**src/rtl/uart_rx_oversampled.sv**
```systemverilog
// UART receiver: 2-FF synchronised serial input, mid-bit start qualification,
// LSB-first data sampling at bit centres, stop-bit check, valid/ready output
// with framing-error and overrun pulses. All frame timing advances on rx_en.
module uart_rx_oversampled #(
    parameter int DATA_BITS  = 8,
    parameter int OVERSAMPLE = 16
) (
    input  logic                 clk,
    input  logic                 rst,
    input  logic                 rx_en,
    input  logic                 rx,
    output logic [DATA_BITS-1:0] rx_data,
    output logic                 rx_valid,
    input  logic                 rx_ready,
    output logic                 rx_frame_err,
    output logic                 rx_overrun,
    output logic                 rx_busy
);

    localparam int TW = $clog2(OVERSAMPLE);
    localparam int BW = $clog2(DATA_BITS + 1);

    localparam logic [1:0] S_IDLE  = 2'd0;
    localparam logic [1:0] S_START = 2'd1;
    localparam logic [1:0] S_DATA  = 2'd2;
    localparam logic [1:0] S_STOP  = 2'd3;

    localparam logic [TW-1:0] TICK_LAST = TW'(OVERSAMPLE - 1);
    localparam logic [TW-1:0] TICK_MID  = TW'(OVERSAMPLE / 2 - 1);
    localparam logic [BW-1:0] BIT_LAST  = BW'(DATA_BITS - 1);

    logic                 rx_m;
    logic                 rx_s;
    logic [1:0]           state;
    logic [TW-1:0]        tick_cnt;
    logic [BW-1:0]        bit_idx;
    logic [DATA_BITS-1:0] shreg;
    logic                 stop_tick;
    logic                 deliver;
    logic                 frame_bad;

    // Stop-bit sample point and its two outcomes
    assign stop_tick = rx_en && (state == S_STOP) && (tick_cnt == TICK_LAST);
    assign deliver   = stop_tick && rx_s;
    assign frame_bad = stop_tick && !rx_s;
    assign rx_busy   = (state != S_IDLE);

    // Two-stage synchroniser on the asynchronous serial line, idle high
    always_ff @(posedge clk) begin
        if (rst) begin
            rx_m <= 1'b1;
            rx_s <= 1'b1;
        end else begin
            rx_m <= rx;
            rx_s <= rx_m;
        end
    end

    // Frame FSM: start qualification, data shifting, stop-bit timing
    always_ff @(posedge clk) begin
        if (rst) begin
            state    <= S_IDLE;
            tick_cnt <= '0;
            bit_idx  <= '0;
            shreg    <= '0;
        end else if (rx_en) begin
            case (state)
                S_IDLE: begin
                    if (!rx_s) begin
                        state    <= S_START;
                        tick_cnt <= '0;
                    end
                end
                S_START: begin
                    if (tick_cnt == TICK_MID) begin
                        tick_cnt <= '0;
                        bit_idx  <= '0;
                        state    <= rx_s ? S_IDLE : S_DATA;
                    end else begin
                        tick_cnt <= tick_cnt + TW'(1);
                    end
                end
                S_DATA: begin
                    if (tick_cnt == TICK_LAST) begin
                        shreg    <= {rx_s, shreg[DATA_BITS-1:1]};
                        tick_cnt <= '0;
                        bit_idx  <= bit_idx + BW'(1);
                        if (bit_idx == BIT_LAST) begin
                            state <= S_STOP;
                        end
                    end else begin
                        tick_cnt <= tick_cnt + TW'(1);
                    end
                end
                S_STOP: begin
                    if (tick_cnt == TICK_LAST) begin
                        tick_cnt <= '0;
                        state    <= S_IDLE;
                    end else begin
                        tick_cnt <= tick_cnt + TW'(1);
                    end
                end
                default: begin
                    state    <= S_IDLE;
                    tick_cnt <= '0;
                end
            endcase
        end
    end

    // Output stage: handshake, byte delivery, framing and overrun pulses
    always_ff @(posedge clk) begin
        if (rst) begin
            rx_data      <= '0;
            rx_valid     <= 1'b0;
            rx_frame_err <= 1'b0;
            rx_overrun   <= 1'b0;
        end else begin
            rx_frame_err <= frame_bad;
            rx_overrun   <= deliver && rx_valid && !rx_ready;
            if (deliver && (!rx_valid || rx_ready)) begin
                rx_data  <= shreg;
                rx_valid <= 1'b1;
            end else if (rx_valid && rx_ready) begin
                rx_valid <= 1'b0;
            end
        end
    end

endmodule
```
**config.mk**
```make
export PLATFORM = sky130hd
export DESIGN_NAME = uart_rx_oversampled
export DESIGN_NICKNAME = d
export VERILOG_FILES = /design/src/rtl/uart_rx_oversampled.sv
export SDC_FILE = /design/constraint.sdc
export NUM_CORES = 1
export LEC_CHECK = 0
export ABC_AREA = 1
export BUFFER_PORTS_ARGS = -buffer_cell sky130_fd_sc_hd__buf_4
export CORE_MARGIN = 2
export CORE_UTILIZATION = 60
export DETAILED_ROUTE_END_ITERATION = 16
export PLACE_DENSITY = 0.85
export SYNTH_ARGS = -nofsm -noshare
export SYNTH_HDL_FRONTEND = slang
export SYNTH_SLANG_ARGS = --single-unit
```
**constraint.sdc**
```tcl
create_clock -name clk -period 4.3 [get_ports clk]
set_clock_uncertainty 0.05 [all_clocks]
set_input_delay 0.86 -clock clk [delete_from_list [all_inputs] [get_ports clk]]
set_output_delay 0.86 -clock clk [all_outputs]
set_load 0.01 [all_outputs]
```
Word-level counts from Yosys, hierarchy flattened --
Index checks and enable logic that the tools add are counted.
Word-level totals: output and inout port bits 12, register bits 31
Cells by class: $add $sub $neg 2, equality and inequality tests 11, reductions and logical operators 21, multiplexer cells 16
Operator list (count):
- $mux W4 | 5
- $mux W2 | 6
- $pmux W4 S3 | 1
- $add A4 B1 Y4 const B | 2
- $eq A4 B3 Y1 const B | 2
- $logic_and A1 B1 Y1 | 8
- $ne A2 B2 Y1 const B | 4
- $pmux W2 S4 | 1
- $pmux W4 S2 | 1
- $reduce_and A6 Y1 | 1
- $reduce_bool A2 Y1 | 3
- $eq A2 B2 Y1 const B | 2
- $eq A4 B4 Y1 const B | 1
- $reduce_and A4 Y1 | 1
- $logic_not A1 Y1 | 3
- $reduce_and A3 Y1 | 1
- $eq A2 B1 Y1 const B | 1
- $logic_not A2 Y1 | 1
- $mux W1 | 2
- $ne A2 B1 Y1 const B | 1
- $reduce_and A2 Y1 | 1
- $reduce_or A2 Y1 | 1
- $logic_or A1 B1 Y1 | 1

Longest topological paths before layout --
Gate-level depths: netlist (run 1).
depth after elaboration 6, depth in mapped cells 9, depth with buffers taken out 9

Worst setup path after synthesis (run 1) --
No wires, ideal clock.
kind input to register, start in rx_en, end reg rx_data[5], required time 4.135 ns, stages 6, library setup time 0.115 ns, path slack 2.737 ns, buffers on the path 1, data arrival time 1.398 ns, cell sequence nand2_2 nor2_4 nand3_4 buf_6 o21ai_2 a21oi_2
Between the ends: cells in the longest elaborated chain, start to end 4
RTL lines:
- from (decl) | line 10 | input logic rx_en,
- $logic_and A1 B1 Y1 (2 in series) | line 43 | assign stop_tick = rx_en && (state == S_STOP) && (tick_cnt == TICK_LAST);
- $logic_and A1 B1 Y1 | line 44 | assign deliver = stop_tick && rx_s;
- $logic_and A1 B1 Y1 | line 121 | if (deliver && (!rx_valid || rx_ready)) begin
- to (signal assigned) | line 122 | rx_data <= shreg;
- to (decl) | line 12 | output logic [DATA_BITS-1:0] rx_data,
Every way passes these cells. A chain may end at the register's enable or synchronous reset.

Final worst setup path (run 1) --
start reg state[0], end out rx_busy
Between the ends: cells in the longest elaborated chain, start to end 1
RTL lines:
- from (decl) | line 34 | logic [1:0] state;
- from (signal assigned) | line 78 | state <= rx_s ? S_IDLE : S_DATA;
- $reduce_bool A2 Y1 | line 46 | assign rx_busy = (state != S_IDLE);
- to (decl) | line 17 | output logic rx_busy
Every way passes these cells.

==> impl_metrics.json, run 1 <==
{
  "status": "completed",
  "synthTopCellsByArea": "dfxtp_1 46%, nor2_1 7.3%, nand2_1 6.2%",
  "seqPwrFrac_pct": 57.6,
  "ys_ff_latch": 31,
  "synth.most_common_cell": "dfxtp_1",
  "rr_endpoint": "bit_idx[1]$_SDFFE_PP0P_",
  "peakVddDrop_v": 0.000185,
  "wl_met1_mm": 1.05,
  "initial_core_util_pct": 61.7,
  "dpl_worst_slack_ps": 2450,
  "drt_iter0_drc": 21,
  "report.final.slew_viol_count": 0,
  "p_sw_share_pct": 22.0,
  "core-area_um2": 2170,
  "die_w_um": 51.2,
  "synth.avg_cell_area_um2": 7.88,
  "maxSlewHeadroom_pct": 66.3,
  "syn_area_um2": 1340,
  "p_comb_share_pct": 4.4,
  "fp.dieH_um": 51.2,
  "ys_top_cells_by_count": "31 x dfxtp_1, 26 x nor2_1, 22 x nand2_1",
  "cap_violations": 0,
  "worst_slew_pin_slew_ps": 505,
  "top_layer": "met4",
  "grt_pass1_vias": 968,
  "cts.sinks": 31,
  "max_freq_mhz": 507,
  "io_buffers": 16,
  "dp_hpwl_mm": 1.66,
  "cts_hold_buf": 0,
  "synth_top_area_share_pct": 46.4,
  "overflow": 0,
  "antenna_cells": 0,
  "hold_path_end": "rx_s$_SDFF_PP1_",
  "ys_warn_count": 0,
  "hold_start": "rx_m$_SDFF_PP1_",
  "cts_inserted_buffers": 5,
  "vias": 1118,
  "dr_wl_met2_mm": 1.07,
  "start_kind": "register",
  "grt_setup_unrepaired": "false",
  "yosys.area.top_type": "dfxtp_1",
  "post_cts_buffers": 0,
  "timing.final.crit_share_pct": 45.9,
  "antenna_found_initial": 0,
  "syn-num-nets": 177,
  "r2r_cells": 8,
  "h-tree-depth": 2,
  "synth-edff-count": 0,
  "area_growth_pct": 15.2,
  "cp.required_ps": 3390,
  "cp_num_buf_inv": 2,
  "ys_seq_area_share_pct": 46.4,
  "die_area_um2": 2630,
  "internal_power_mw": 0.393,
  "p_per_area_nw_per_um2": 327,
  "critPathArrivalTime_ps": 1060,
  "regToRegSetupSlack_ps": 2730,
  "rows": 17,
  "setup_tns_ps": 0,
  "grt_max_degree": 20,
  "insertion_delay_ps": 330,
  "holdCritPathClass": "reg2reg",
  "synthCells": 170,
  "power.switching_mw": 0.111,
  "crit_slowest_cell": "dfxtp_1",
  "setup_ws_ps": 2330,
  "worst-setup-path-type": "reg2out",
  "synth_cell_types": 26,
  "viasPerCell": 5.11,
  "grt_pass1_wl_mm": 3.92,
  "leakage_nw": 0.609,
  "hold_viol_final": 0,
  "grt_usage_pct": 20.3,
  "cts_tree": "done",
  "cp_top_family": "flip-flops",
  "total_power_mw": 0.504,
  "cp_cell_sequence": "inv_1 -> nand2_1 -> buf_4",
  "ys.flop_type": "dfxtp_1",
  "cts-root-buf": "clkbuf_4",
  "slowest_delay_ps": 400,
  "whs_path_depth": 1,
  "route.final.wire_length_mm": 2.30,
  "fin_crit_ps": 1970,
  "layout-drive-gt1-share_pct": 23.0,
  "firstDrtPassIters": 4,
  "reg2reg_from": "tick_cnt[0]$_SDFFE_PP0P_",
  "ant_nets": 0,
  "drc_errors": 0,
  "cts_resized": 0,
  "nets": 197,
  "end_kind": "output port",
  "ctsLongestPathBuffers": 2,
  "ioPinCount": 17,
  "crit_fanout": 6,
  "power_frac_clock_pct": 38.0,
  "gp_congestion": 0.950,
  "setup_violations": 0,
  "post_drt_wl_per_cell_um": 10.5,
  "wl_met3_um": 127,
  "async_reset_ff_share_pct": 0,
  "clk_pin_slew_ps": 90
}
placed cells by master (no fill, tap or decap):
master,instances
nor2_2,1
nor3_1,2
nor4_1,1
or2_2,2
nand3_4,2
o21ai_0,15
inv_2,2
dfxtp_1,31
inv_1,20
nand3b_1,1
nand3_1,8
a21oi_2,3
nor2_1,26
nand2_4,1
clkbuf_1,1
inv_4,1
o21bai_1,1
buf_4,16
clkbuf_4,5
o21ai_2,5
nand2_1,22
nor2_4,1
xor2_1,2
clkbuf_8,2
ha_1,2
a21oi_1,15
nand2_2,3
per-layer routing:
| layer | up-vias | track usage [%] |
|---|---|---|
| met1 | 495 | 23.6 |
| met4 | 0 | 11.8 |
| li1 | 582 | - |
| met5 | - | 0 |
| met2 | 35 | 33.1 |
| met3 | 6 | 6.14 |
sequential cells by signal, indices dropped and copies added, names as in the netlist, 4 cells and up, named ones only:
signal	flops
bit_idx	4
rx_data	8
shreg	8
tick_cnt	4
worst register-to-register path: cells and delay by family (launching register included):
family / cells / cell delay, ps
simple gates: 5 / 650
flops: 1 / 380
fa+ha+maj: 1 / 260
compound gates: 1 / 100
buf+inv: 1 / 50
power by group through the flow:
stage | registers (mW) | clock network (mW) | logic (mW)
after floorplan | 0.297 | 0 | 0.0151
after global placement | 0.297 | 0 | 0.0215
final | 0.290 | 0.192 | 0.0222
after CTS | 0.290 | 0.195 | 0.0222
after global routing | 0.291 | 0.206 | 0.0250
after detailed placement | 0.297 | 0 | 0.0220
through the flow:
| step | instance area, µm² | cells | hold WS (ps) | util (%) |
|---|---|---|---|---|
| 2_1_floorplan | 1340 | 170 | 339 | - |
| 3_3_place_gp | 1470 | 211 | 346 | 67.9 |
| 3_5_place_dp | 1470 | 211 | 346 | 67.9 |
| 4_1_cts | 1540 | 219 | 371 | 71.1 |
| 5_1_grt | 1540 | 219 | 415 | 71.1 |
| 6_report | 1540 | 219 | 371 | 71.1 |
worst max path at each step:
stage / end / slack, ps / cells after the start / start
after global placement: state[0]$_SDFFE_PP0P_ / 2490 / 8 / rx_en
after detailed placement: rx_data[3]$_SDFFE_PP0P_ / 2450 / 4 / rst
after global routing: rx_busy / 2250 / 3 / state[0]$_SDFFE_PP0P_
after floorplan: rx_data[5]$_SDFFE_PP0P_ / 2740 / 6 / rx_en
after CTS: rx_busy / 2330 / 3 / state[0]$_SDFFE_PP0P_
final: rx_busy / 2330 / 3 / state[0]$_SDFFE_PP0P_
cell families (layout without fill, tap and decap cells):
kind of cell / after synthesis / in the layout / share of synthesized area [%]
and+or+nand+nor: 70 / 70 / 25.3
AOI/OAI and AO/OA: 39 / 39 / 17.0
DFF: 31 / 31 / 46.4
buffers and inverters: 26 / 47 / 8.13
adders and majority gates: 2 / 2 / 1.87
xor gates and xnor gates: 2 / 2 / 1.31
cell type report:
type	instances	area [µm²]
Fill cell	184	627
Sequential cell	31	621
Multi-Input combinational cell	113	609
Timing Repair Buffer	16	120
Inverter	23	88.8
Clock buffer	8	68.8
Tap cell	28	35.0
Note: power is estimated with default switching activity, not from simulation.
==> inputs of run 2 (changes only) <==
--- a/config.mk
+++ b/config.mk
@@ -5,12 +5,12 @@
 export SDC_FILE = /design/constraint.sdc
 export NUM_CORES = 1
 export LEC_CHECK = 0
-export ABC_AREA = 1
+export ABC_AREA = 0
 export BUFFER_PORTS_ARGS = -buffer_cell sky130_fd_sc_hd__buf_4
 export CORE_MARGIN = 2
-export CORE_UTILIZATION = 60
+export CORE_UTILIZATION = 50
 export DETAILED_ROUTE_END_ITERATION = 16
-export PLACE_DENSITY = 0.85
+export PLACE_DENSITY = 0.76
 export SYNTH_ARGS = -nofsm -noshare
 export SYNTH_HDL_FRONTEND = slang
 export SYNTH_SLANG_ARGS = --single-unit
==> constraint.sdc (replaced) <==
create_clock -name clk -period 1.6 [get_ports clk]
set_clock_uncertainty 0.05 [all_clocks]
set_input_delay 0.32 -clock clk [delete_from_list [all_inputs] [get_ports clk]]
set_output_delay 0.32 -clock clk [all_outputs]
set_load 0.01 [all_outputs]
==> impl_metrics.json, run 2 <==
{
  "maxSlewHeadroom_pct": 77.8,
  "cap_violations": 0,
  "rr_endpoint": "tick_cnt[0]$_SDFFE_PP0P_",
  "grt_pass1_wl_mm": 4.33,
  "cts_inserted_buffers": 5,
  "synth.avg_cell_area_um2": 9.94,
  "dp_hpwl_mm": 1.76,
  "grt_max_degree": 29,
  "whs_path_depth": 2,
  "grt_setup_unrepaired": "true",
  "crit_slowest_cell": "dfxtp_2",
  "firstDrtPassIters": 4,
  "synth_top_area_share_pct": 47.3,
  "drc_errors": 0,
  "worst_slew_pin_slew_ps": 330,
  "initial_core_util_pct": 53.0,
  "layout_commonest_cell": "dfxtp_1",
  "p_per_area_nw_per_um2": 887,
  "vias": 1007,
  "clk_pin_slew_ps": 100,
  "fillerInstances": 208,
  "numPlacedInstances": 182,
  "viasPerCell": 5.30,
  "setup_violations": 0,
  "ys_seq_area_share_pct": 47.3,
  "post_cts_buffers": 0,
  "fp.dieH_um": 55.2,
  "start_kind": "register",
  "core-area_um2": 2480,
  "crit_fanout": 5,
  "worst-setup-path-type": "reg2out",
  "cp_cell_sequence": "or2_1 -> buf_4",
  "peakVddDrop_v": 0.000748,
  "antenna_cells": 0,
  "fin_crit_ps": 1560,
  "top_regs": "rx_data x8, shreg x8",
  "post_drt_wl_per_cell_um": 13.1,
  "antenna_found_initial": 0,
  "ys.flop_type": "dfxtp_1",
  "yosys.area.top_type": "dfxtp_1",
  "status": "completed",
  "layout-drive-gt1-share_pct": 30.6,
  "syn-num-nets": 139,
  "holdWs_ps": 124,
  "gp_congestion": 0.812,
  "ys_ff_latch": 31,
  "area_growth_pct": 24.4,
  "hold_path_end": "rx_m$_SDFF_PP1_",
  "dpl_worst_slack_ps": -5.49,
  "cts_tree": "done",
  "reg2reg_from": "tick_cnt[1]$_SDFFE_PP0P_",
  "hold_start": "rx",
  "timing.final.crit_share_pct": 97.3,
  "stdcell_count": 190,
  "max_freq_mhz": 642,
  "h-tree-depth": 2,
  "r2r_cells": 6,
  "hold_viol_final": 0,
  "ys_top_cells_by_count": "31 x dfxtp_1, 25 x nor2_1, 18 x mux2i_1",
  "holdCritPathClass": "in2reg",
  "cts_hold_buf": 0,
  "synthCells": 132,
  "setup_ws_ps": 42.9,
  "slowest_delay_ps": 360,
  "cts.sinks": 31,
  "synth.most_common_cell": "dfxtp_1",
  "ys_warn_count": 0,
  "die_area_um2": 3050,
  "synthTopCellsByArea": "dfxtp_1 47%, mux2i_1 14%, nor2_1 7.1%",
  "cp.required_ps": 1230,
  "overflow": 0,
  "grt_pass1_vias": 957,
  "die_w_um": 55.2,
  "rows": 18,
  "drt_iter0_drc": 9,
  "async_reset_ff_share_pct": 0,
  "critPathArrivalTime_ps": 1190,
  "insertion_delay_ps": 330,
  "regToRegSetupSlack_ps": 70,
  "total_power_mw": 1.45,
  "leakage_nw": 0.627,
  "synth-edff-count": 0,
  "syn_area_um2": 1310,
  "cts-root-buf": "clkbuf_4",
  "ctsLongestPathBuffers": 2,
  "ioPinCount": 17,
  "synth_cell_types": 38,
  "grt_usage_pct": 17.9,
  "route.final.wire_length_mm": 2.49,
  "ant_nets": 0,
  "report.final.slew_viol_count": 0,
  "layout_common_cells": "28 x dfxtp_1, 27 x buf_4, 25 x nor2_1, 18 x mux2i_1",
  "io_buffers": 16,
  "nets": 166,
  "end_kind": "output port"
}
run 2: cell count changes after synthesis, moves of 3 or more:
cell     previous run  this run
a21oi_2             3         0
xnor2_1             0         3
nand3_1             8         2
inv_1              20         4
nand2_1            22         4
mux2i_1             0        18
o21ai_0            15         2
a21oi_1            15         5
o21ai_2             5         1
run 2: cells by family after synthesis:
group,Yosys count,share of synthesized area (%)
flops,31,47.3
compound gates,17,9.25
buf+inv,12,5.05
xor+xnor,3,2.00
fa+ha+maj,2,1.91
mux,18,13.7
simple gates,49,20.8
run 2: final cells by class:
cell class,count,area [µm²],share of cell area [%]
multi-input combinational,89,647,39.6
clock inverter,2,35.0,2.15
inverter,4,15.0,0.920
tap,30,37.5,2.30
sequential,31,624,38.2
timing repair buffer,28,223,13.6
clock buffer,6,51.3,3.14
run 2: routing by layer:
layer | global-route usage (%) | wire length, µm | vias up
met3 | 5.85 | 121 | 7
met2 | 29.4 | 1150 | 24
met4 | 9.41 | 57 | 0
met5 | 0 | 0 | -
met1 | 20.5 | 1160 | 461
li1 | - | - | 515
run 2: what timing repair did:
item	in CTS	in global routing
gates resized for setup	5	1
setup endpoints to repair	4	9
endpoints found under the hold margin	0	0
pin swaps	2	1
run 2: worst max path at each step:
stage	from	endpoint	slack (ps)	depth (start not counted)
CTS	tick_cnt[1]$_SDFFE_PP0P_	rx_data[6]$_SDFFE_PP0P_	20	6
detailed placement	tick_cnt[0]$_SDFFE_PP0P_	rx_data[6]$_SDFFE_PP0P_	-5	6
global route	tick_cnt[1]$_SDFFE_PP0P_	rx_data[2]$_SDFFE_PP0P_	-6	6
finish	register	rx_busy	40	2
floorplan	tick_cnt[0]$_SDFFE_PP0P_	rx_data[0]$_SDFFE_PP0P_	40	6
global placement	tick_cnt[0]$_SDFFE_PP0P_	rx_data[2]$_SDFFE_PP0P_	70	6
run 2: critical path, delay by kind of cell (launching register included):
| family | cells | cell delay, ps |
|---|---|---|
| and+or+nand+nor | 1 | 320 |
| buffers and inverters | 1 | 180 |
| DFF | 1 | 360 |
run 2: per-stage QoR:
step                util [%]  setup TNS, ps  cell area [µm²]
CTS                     65.9              0             1630
global route            65.9          -6.05             1630
global placement        61.4              0             1520
finish                  65.9              0             1630
detailed placement      61.4          -5.49             1520
floorplan                  -              0             1310
run 2: report_power, final:
part / internal, mW / switching, mW
clock network: 0.369 / 0.258
logic: 0.0174 / 0.0267
registers: 0.775 / 0.00269
total: 1.16 / 0.287
